===== src/rtl/aud_if_pkg.sv =====
// aud_if_pkg: shared audio I2S types and defaults for the receive and transmit-side blocks
package aud_if_pkg;
  localparam int AUD_DATA_WIDTH  = 16;
  localparam int AUD_SLOT_BITS   = 32;
  localparam int AUD_SYNC_STAGES = 2;
  typedef enum logic [1:0] {SYNC_WAIT, RX_LEFT, RX_RIGHT} rx_state_e;
  function automatic int cnt_width(input int slot_bits);
    return $clog2(slot_bits + 1);
  endfunction
endpackage


===== src/rtl/aud_i2s_rx_if.sv =====
// aud_i2s_rx_if: I2S serial inputs and recovered sample outputs; AUD_RX_FRAME_CHECK_EN adds oFRAME_ERR/oERR_CNT
interface aud_i2s_rx_if #(
  parameter int DATA_WIDTH = aud_if_pkg::AUD_DATA_WIDTH
);
  logic                  iAUD_BCK;
  logic                  iAUD_LRCK;
  logic                  iAUD_DAT;
  logic [DATA_WIDTH-1:0] oLEFT;
  logic [DATA_WIDTH-1:0] oRIGHT;
  logic                  oSAMPLE_VALID;
`ifdef AUD_RX_FRAME_CHECK_EN
  logic                  oFRAME_ERR;
  logic [7:0]            oERR_CNT;
  modport master (output iAUD_BCK, iAUD_LRCK, iAUD_DAT,
                  input  oLEFT, oRIGHT, oSAMPLE_VALID, oFRAME_ERR, oERR_CNT);
  modport slave  (input  iAUD_BCK, iAUD_LRCK, iAUD_DAT,
                  output oLEFT, oRIGHT, oSAMPLE_VALID, oFRAME_ERR, oERR_CNT);
`else
  modport master (output iAUD_BCK, iAUD_LRCK, iAUD_DAT,
                  input  oLEFT, oRIGHT, oSAMPLE_VALID);
  modport slave  (input  iAUD_BCK, iAUD_LRCK, iAUD_DAT,
                  output oLEFT, oRIGHT, oSAMPLE_VALID);
`endif
endinterface


===== src/rtl/aud_sync_edge.sv =====
// aud_sync_edge: multi-flop synchroniser for an asynchronous input with rise/fall detection
module aud_sync_edge #(
  parameter int STAGES = 2
) (
  input  logic AUDIO_CLK,
  input  logic reset_reg,
  input  logic d,
  output logic q,
  output logic rise,
  output logic fall
);
  logic [STAGES-1:0] sync;
  logic              prev;
  always_ff @(posedge AUDIO_CLK)
    if (reset_reg) begin
      sync <= '0;
      prev <= 1'b0;
    end else begin
      sync <= {sync[STAGES-2:0], d};
      prev <= sync[STAGES-1];
    end
  assign q    = sync[STAGES-1];
  assign rise = q & ~prev;
  assign fall = ~q & prev;
endmodule


===== src/rtl/aud_i2s_rx.sv =====
// aud_i2s_rx: I2S slave receiver recovering stereo pairs; AUD_RX_FRAME_CHECK_EN adds slot-length error reporting
module aud_i2s_rx
  import aud_if_pkg::*;
#(
  parameter int DATA_WIDTH  = AUD_DATA_WIDTH,
  parameter int SLOT_BITS   = AUD_SLOT_BITS,
  parameter int SYNC_STAGES = AUD_SYNC_STAGES
) (
  input logic         AUDIO_CLK,
  input logic         reset_reg,
  aud_i2s_rx_if.slave bus
);
  localparam int CW = cnt_width(SLOT_BITS);
  localparam logic [CW-1:0] DW_C = CW'(DATA_WIDTH);
  localparam logic [CW-1:0] SB_C = CW'(SLOT_BITS);
  logic                  bck_rise, bck_q, bck_fall, lrck_s, lrck_rise, lrck_fall, dat_s, dat_rise, dat_fall;
  logic                  unused_edges;
  logic                  lrck_prev, lrck_edge, left_ok;
  logic [CW-1:0]         bit_cnt, cnt_nxt;
  logic [DATA_WIDTH-1:0] shreg, left_hold, word, left_q, right_q;
  logic                  valid_q;
  logic                  active, shift_en, word_done, left_done, right_done, load, left_drop;
  rx_state_e             state, state_nxt;
  aud_sync_edge #(.STAGES(SYNC_STAGES)) u_bck (
    .AUDIO_CLK(AUDIO_CLK), .reset_reg(reset_reg), .d(bus.iAUD_BCK),
    .q(bck_q), .rise(bck_rise), .fall(bck_fall)
  );
  aud_sync_edge #(.STAGES(SYNC_STAGES)) u_lrck (
    .AUDIO_CLK(AUDIO_CLK), .reset_reg(reset_reg), .d(bus.iAUD_LRCK),
    .q(lrck_s), .rise(lrck_rise), .fall(lrck_fall)
  );
  aud_sync_edge #(.STAGES(SYNC_STAGES)) u_dat (
    .AUDIO_CLK(AUDIO_CLK), .reset_reg(reset_reg), .d(bus.iAUD_DAT),
    .q(dat_s), .rise(dat_rise), .fall(dat_fall)
  );
  assign unused_edges = ^{bck_q, bck_fall, lrck_rise, lrck_fall, dat_rise, dat_fall};
  // LRCK is only meaningful at BCK rises, so edges compare against the value seen at the previous rise
  assign lrck_edge = lrck_s ^ lrck_prev;
  assign cnt_nxt   = lrck_edge ? '0 : (bit_cnt == SB_C ? bit_cnt : bit_cnt + CW'(1));
  always_ff @(posedge AUDIO_CLK)
    state <= reset_reg ? SYNC_WAIT : state_nxt;
  always_comb
    state_nxt = (bck_rise && lrck_edge && (state != SYNC_WAIT || !lrck_s))
              ? (lrck_s ? RX_RIGHT : RX_LEFT) : state;
  always_comb begin
    active     = bck_rise && state != SYNC_WAIT;
    shift_en   = active && !lrck_edge && cnt_nxt <= DW_C;
    word       = {shreg[DATA_WIDTH-2:0], dat_s};
    word_done  = shift_en && cnt_nxt == DW_C;
    left_done  = word_done && state == RX_LEFT;
    right_done = word_done && state == RX_RIGHT;
    load       = right_done && left_ok;
    left_drop  = active && lrck_edge && (!lrck_s || bit_cnt < DW_C);
  end
  // a held left word survives only a full left slot followed by the matching right word
  always_ff @(posedge AUDIO_CLK)
    if (reset_reg) begin
      lrck_prev <= 1'b0;
      bit_cnt   <= '0;
      shreg     <= '0;
      left_hold <= '0;
      left_ok   <= 1'b0;
      left_q    <= '0;
      right_q   <= '0;
      valid_q   <= 1'b0;
    end else begin
      valid_q <= load;
      left_ok <= left_done ? 1'b1 : (left_drop || load) ? 1'b0 : left_ok;
      if (bck_rise) begin
        lrck_prev <= lrck_s;
        bit_cnt   <= cnt_nxt;
      end
      if (shift_en) shreg <= word;
      if (left_done) left_hold <= word;
      if (load) begin
        left_q  <= left_hold;
        right_q <= word;
      end
    end
  assign bus.oLEFT         = left_q;
  assign bus.oRIGHT        = right_q;
  assign bus.oSAMPLE_VALID = valid_q;
`ifdef AUD_RX_FRAME_CHECK_EN
  logic       slot_err, frame_err_q;
  logic [7:0] err_cnt_q;
  assign slot_err = active && lrck_edge && bit_cnt != SB_C - CW'(1);
  always_ff @(posedge AUDIO_CLK)
    if (reset_reg) begin
      frame_err_q <= 1'b0;
      err_cnt_q   <= '0;
    end else begin
      frame_err_q <= slot_err;
      err_cnt_q   <= err_cnt_q + 8'(slot_err && err_cnt_q != 8'hFF);
    end
  assign bus.oFRAME_ERR = frame_err_q;
  assign bus.oERR_CNT   = err_cnt_q;
`endif
endmodule


===== src/flat_wrapper.sv =====
// flat-port wrapper written by rule: the top's interface ports become plain ports
module aud_i2s_rx_flat import aud_if_pkg::*;
#(
  parameter int DATA_WIDTH  = AUD_DATA_WIDTH,
  parameter int SLOT_BITS   = AUD_SLOT_BITS,
  parameter int SYNC_STAGES = AUD_SYNC_STAGES
)
  (AUDIO_CLK, reset_reg, bus_iAUD_BCK, bus_iAUD_LRCK, bus_iAUD_DAT, bus_oLEFT, bus_oRIGHT, bus_oSAMPLE_VALID);
  aud_i2s_rx_if #(.DATA_WIDTH(DATA_WIDTH)) bus_i ();
  input logic AUDIO_CLK;
  input logic reset_reg;
  input wire logic [$bits(bus_i.iAUD_BCK)-1:0] bus_iAUD_BCK;
  input wire logic [$bits(bus_i.iAUD_LRCK)-1:0] bus_iAUD_LRCK;
  input wire logic [$bits(bus_i.iAUD_DAT)-1:0] bus_iAUD_DAT;
  output wire logic [$bits(bus_i.oLEFT)-1:0] bus_oLEFT;
  output wire logic [$bits(bus_i.oRIGHT)-1:0] bus_oRIGHT;
  output wire logic [$bits(bus_i.oSAMPLE_VALID)-1:0] bus_oSAMPLE_VALID;
  assign bus_i.iAUD_BCK = bus_iAUD_BCK;
  assign bus_i.iAUD_LRCK = bus_iAUD_LRCK;
  assign bus_i.iAUD_DAT = bus_iAUD_DAT;
  assign bus_oLEFT = bus_i.oLEFT;
  assign bus_oRIGHT = bus_i.oRIGHT;
  assign bus_oSAMPLE_VALID = bus_i.oSAMPLE_VALID;
  aud_i2s_rx #(.DATA_WIDTH(DATA_WIDTH), .SLOT_BITS(SLOT_BITS), .SYNC_STAGES(SYNC_STAGES)) u_core (.AUDIO_CLK(AUDIO_CLK), .reset_reg(reset_reg), .bus(bus_i));
endmodule

===== config.mk =====
export PLATFORM = sky130hd
export DESIGN_NAME = aud_i2s_rx_flat
export DESIGN_NICKNAME = d
export VERILOG_FILES = /design/src/rtl/aud_if_pkg.sv /design/src/rtl/aud_i2s_rx_if.sv /design/src/rtl/aud_sync_edge.sv /design/src/rtl/aud_i2s_rx.sv /design/src/flat_wrapper.sv
export SDC_FILE = /design/constraint.sdc
export NUM_CORES = 1
export LEC_CHECK = 0
export ABC_AREA = 0
export BUFFER_PORTS_ARGS = -buffer_cell sky130_fd_sc_hd__buf_2
export CAP_MARGIN = 20
export CORE_AREA = 3 3 71 100
export DETAILED_ROUTE_END_ITERATION = 7
export DIE_AREA = 0 0 74 103
export PLACE_DENSITY_LB_ADDON = 0.12
export SETUP_SLACK_MARGIN = 0.05
export SLEW_MARGIN = 20
export SYNTH_ARGS = -nofsm -noshare
export SYNTH_HDL_FRONTEND = slang
export SYNTH_SLANG_ARGS = --single-unit

===== constraint.sdc =====
create_clock -name AUDIO_CLK -period 2.4 [get_ports AUDIO_CLK]
set_input_delay 0.48 -clock AUDIO_CLK [delete_from_list [all_inputs] [get_ports AUDIO_CLK]]
set_output_delay 0.48 -clock AUDIO_CLK [all_outputs]
set_load 0.02 [all_outputs]

==> metrics <==
status=finished clean; setup tns final=0 ns; Flop pwr share=53.0%; GR met2 Demand/Resource=between 30% and 40%; Max Cap Viol=0; worst r2r path cells=8; max incr delay on CP=approximately 0.47 ns; crit-path max FO=15; Core ar.=6254 µm²; Async S/R FF share, synth=0%; antenna violations before repair=0; period utilization=approximately nine tenths; Distinct cells, synth=42; htree depth=3; Peak supply drop=roughly 460 µV; crit path kind=flip-flop to flip-flop; Syn Area/Cell=between 9 and 10 µm²; Placed Area=3640 µm²; Hold Crit Depth=2; fin worst setup slack=0.2625 ns; Die Height=103 µm; Critical Path RT=approximately 2.7 ns; PwrDens=roughly 660 nW/µm²; largest net degree at the start of global routing=41; Post-Route Skew=0.01190 ns; Post-synth EDFFs=0; maximum clock path buffer count=2; fin nets=roughly 400; Max Slew Vio Count=0; GP Congestion=0.8488; DRC Markers=0; top_reg_cell synth=dfxtp_1; HP Class=primary input to flip-flop; P_int=2.008 mW; fmax=467.8 MHz; combinational share of power=around 3.0%; Hold Path End=u_core.u_lrck.sync[0]$_SDFF_PP0_; actual slew at the worst max-slew pin=between 0.5 and 0.6 ns; Initial DRC Count=roughly 180; switching part of the total power=a little over a fifth; Leak=1.553 nW; vias in the first global route=2614; number of port buffers=37; CP Cell Sequence=inv_1 > ha_1 > and3b_4 > a21oi_2 > o211a_1 > a21boi_4 > buf_12 > mux2i_1; antenna cells=0; CTS Root Cell=clkbuf_8; Detail Route Antenna Nets=0; Reg clk slew, reported paths=0.09 ns; Buf/Inv on CP=2; net switching power=0.5611 mW; most used routing layer=met2; # IOs=38; final WL=7391 µm; CP delay by family, top=compound AO/OA/AOI/OAI gates; fin crit period=2.137 ns; commonest non-fill, non-tap cell in the layout=dfxtp_1; total grt overflow=0; share of cells above drive strength 1=19.14%; Rel. slew slack=around three fifths; Synth Cell Area=3430 µm²; RSZ-0062 raised after global routing=no; Hold Fails Final Rpt=0; # setup viols final=0; HPWL Detailed=4918 µm; Die W=74 µm; cts bufs inserted=9; first-pass GRT wire length=12710 µm; CTS Sinks=81; Setup crit end kind=flip-flop; capture point of the worst reg-to-reg path=u_core.shreg[2]$_SDFFE_PP0P_; wire length per cell=around 16 µm; Core Util, Final=62.49%; Hold Buf Count CTS=0; HP Start=bus_iAUD_LRCK; worst skew pair latency=0.34 ns; Area growth syn-to-layout=13.94%; sequential area share after synthesis=47.28%; Worst path slowest cell=dfxtp_1; worst flop-to-flop path startpoint=u_core.bit_cnt[0]$_SDFFE_PP0P_; Seq cells post-synth=81; Starting Density=a little over half; Placement Rows=34; reg-to-reg slack, setup=0.26 ns; dpl ws=0.2341 ns; GRT Total Usage=21.40%; DRT Pass-1 Iters=4; die area=7622 µm²; GR Util met1=28.66%; Startpoint Class=flip-flop; Final Cell Area=roughly 4000 µm²; GRT met3 Usage=4.000%; synthesized net count=372; CTS tree=built; crit path DAT=2.41 ns; commonest cells after routing, fill and taps aside=dfxtp_1, a21oi_1, buf_2; synthesis warning total=0; Gate Count Post-Synth=about 370; Vias/cell=5.800; DR vias=2720; clock network power share=44.1%
-- Yosys cell counts (2+ instances only) --
| cell type | number | area (µm²) |
|---|---|---|
| and4_1 | 2 | 17.52 |
| nor2_1 | 8 | 30.03 |
| nand4_1 | 34 | 212.7 |
| nand3_1 | 5 | 25.02 |
| xor2_1 | 2 | 17.52 |
| nand2_1 | 9 | 33.78 |
| a31oi_1 | 3 | 18.77 |
| buf_4 | 5 | 37.54 |
| a21oi_1 | 40 | 200.2 |
| buf_6 | 3 | 33.78 |
| dfxtp_1 | 81 | 1622 |
| nand2b_1 | 35 | 219.0 |
| ha_1 | 2 | 25.02 |
| and2_1 | 3 | 18.77 |
| clkbuf_1 | 24 | 90.09 |
| o21ai_0 | 32 | 160.2 |
| o21ai_1 | 8 | 40.04 |
| mux2i_1 | 31 | 310.3 |
| nor3_1 | 3 | 15.01 |
| nor2b_1 | 9 | 56.30 |
| buf_2 | 2 | 10.01 |
| inv_1 | 4 | 15.01 |
-- worst max-delay path by stage --
stage | startpoint | end | slack [ns] | cells after the start
2_1_floorplan | u_core.bit_cnt[0]$_SDFFE_PP0P_ | u_core.shreg[10]$_SDFFE_PP0P_ | 0.38 | 9
3_3_place_gp | u_core.bit_cnt[0]$_SDFFE_PP0P_ | u_core.bus.oLEFT[12]$_SDFFE_PP0P_ | 0.35 | 7
3_5_place_dp | u_core.bit_cnt[0]$_SDFFE_PP0P_ | u_core.left_hold[12]$_SDFFE_PP0P_ | 0.23 | 7
4_1_cts | u_core.bit_cnt[0]$_SDFFE_PP0P_ | u_core.left_hold[14]$_SDFFE_PP0P_ | 0.22 | 7
5_1_grt | u_core.bit_cnt[0]$_SDFFE_PP0P_ | u_core.shreg[4]$_SDFFE_PP0P_ | 0.09 | 8
6_report | u_core.bit_cnt[0]$_SDFFE_PP0P_ | u_core.shreg[2]$_SDFFE_PP0P_ | 0.26 | 8
-- logic make-up after synthesis --
kind of cell             after synthesis  share of synthesized area [%]
AND/OR/NAND/NOR                      115                          20.61
AO/OA/AOI/OAI                         93                          15.21
flip-flops                            81                          47.28
buffers and inverters                 39                          5.874
multiplexers                          31                          9.048
XOR/XNOR                               4                          1.241
adder cells (fa/ha/maj)                2                         0.7295
-- registers in the layout, summed over array words and instances, names as in the netlist --
name	count
u_core.bit_cnt	6
u_core.bus.oLEFT	16
u_core.bus.oRIGHT	16
u_core.bus.oSAMPLE_VALID	1
u_core.left_hold	16
u_core.left_ok	1
u_core.lrck_prev	1
u_core.shreg	15
u_core.state	2
u_core.u_bck.prev	1
u_core.u_bck.sync	2
u_core.u_dat.sync	2
u_core.u_lrck.sync	2
-- power groups by stage --
| stage | sequential (mW) | clock (mW) | combinational (mW) |
|---|---|---|---|
| floorplan | 1.39 | 0 | 0.0590 |
| global placement | 1.39 | 0 | 0.0739 |
| detailed placement | 1.39 | 0 | 0.0748 |
| CTS | 1.36 | 1.15 | 0.0755 |
| global route | 1.36 | 1.21 | 0.0847 |
| finish | 1.36 | 1.13 | 0.0759 |
-- stage by stage --
stage          hold WS (ns)  power, mW  instances
3_5_place_dp         0.4253      1.467        451
4_1_cts              0.3321      2.584        467
6_report             0.3459      2.569        469
5_1_grt              0.3270      2.660        469
3_3_place_gp         0.4200      1.465        451
2_1_floorplan        0.4138      1.447        365
-- final cells by class --
cell class	count	area, µm²
fillers	523	2346
flip-flops and latches	81	1622
inverters	4	15.01
clock buffers	11	141.4
multi-input cells	245	1624
clock inverters	5	87.58
repair buffers	51	327.8
well taps	72	90.09
-- per-layer routing --
| layer | share of wire [%] | routed length, µm | vias up |
|---|---|---|---|
| li1 | - | - | 1361 |
| met1 | 47 | 3480 | 1302 |
| met2 | 48 | 3581 | 48 |
| met3 | 2.9 | 218 | 9 |
| met4 | 1.5 | 111 | 0 |
| met5 | 0 | 0 | - |
-- timing repair --
action / 4_1_cts / 5_1_grt
gates resized for setup: 0 / 1
endpoints found under the setup margin: 0 / 5
setup buffers: 0 / 2
(Power assumes the default switching activity.)
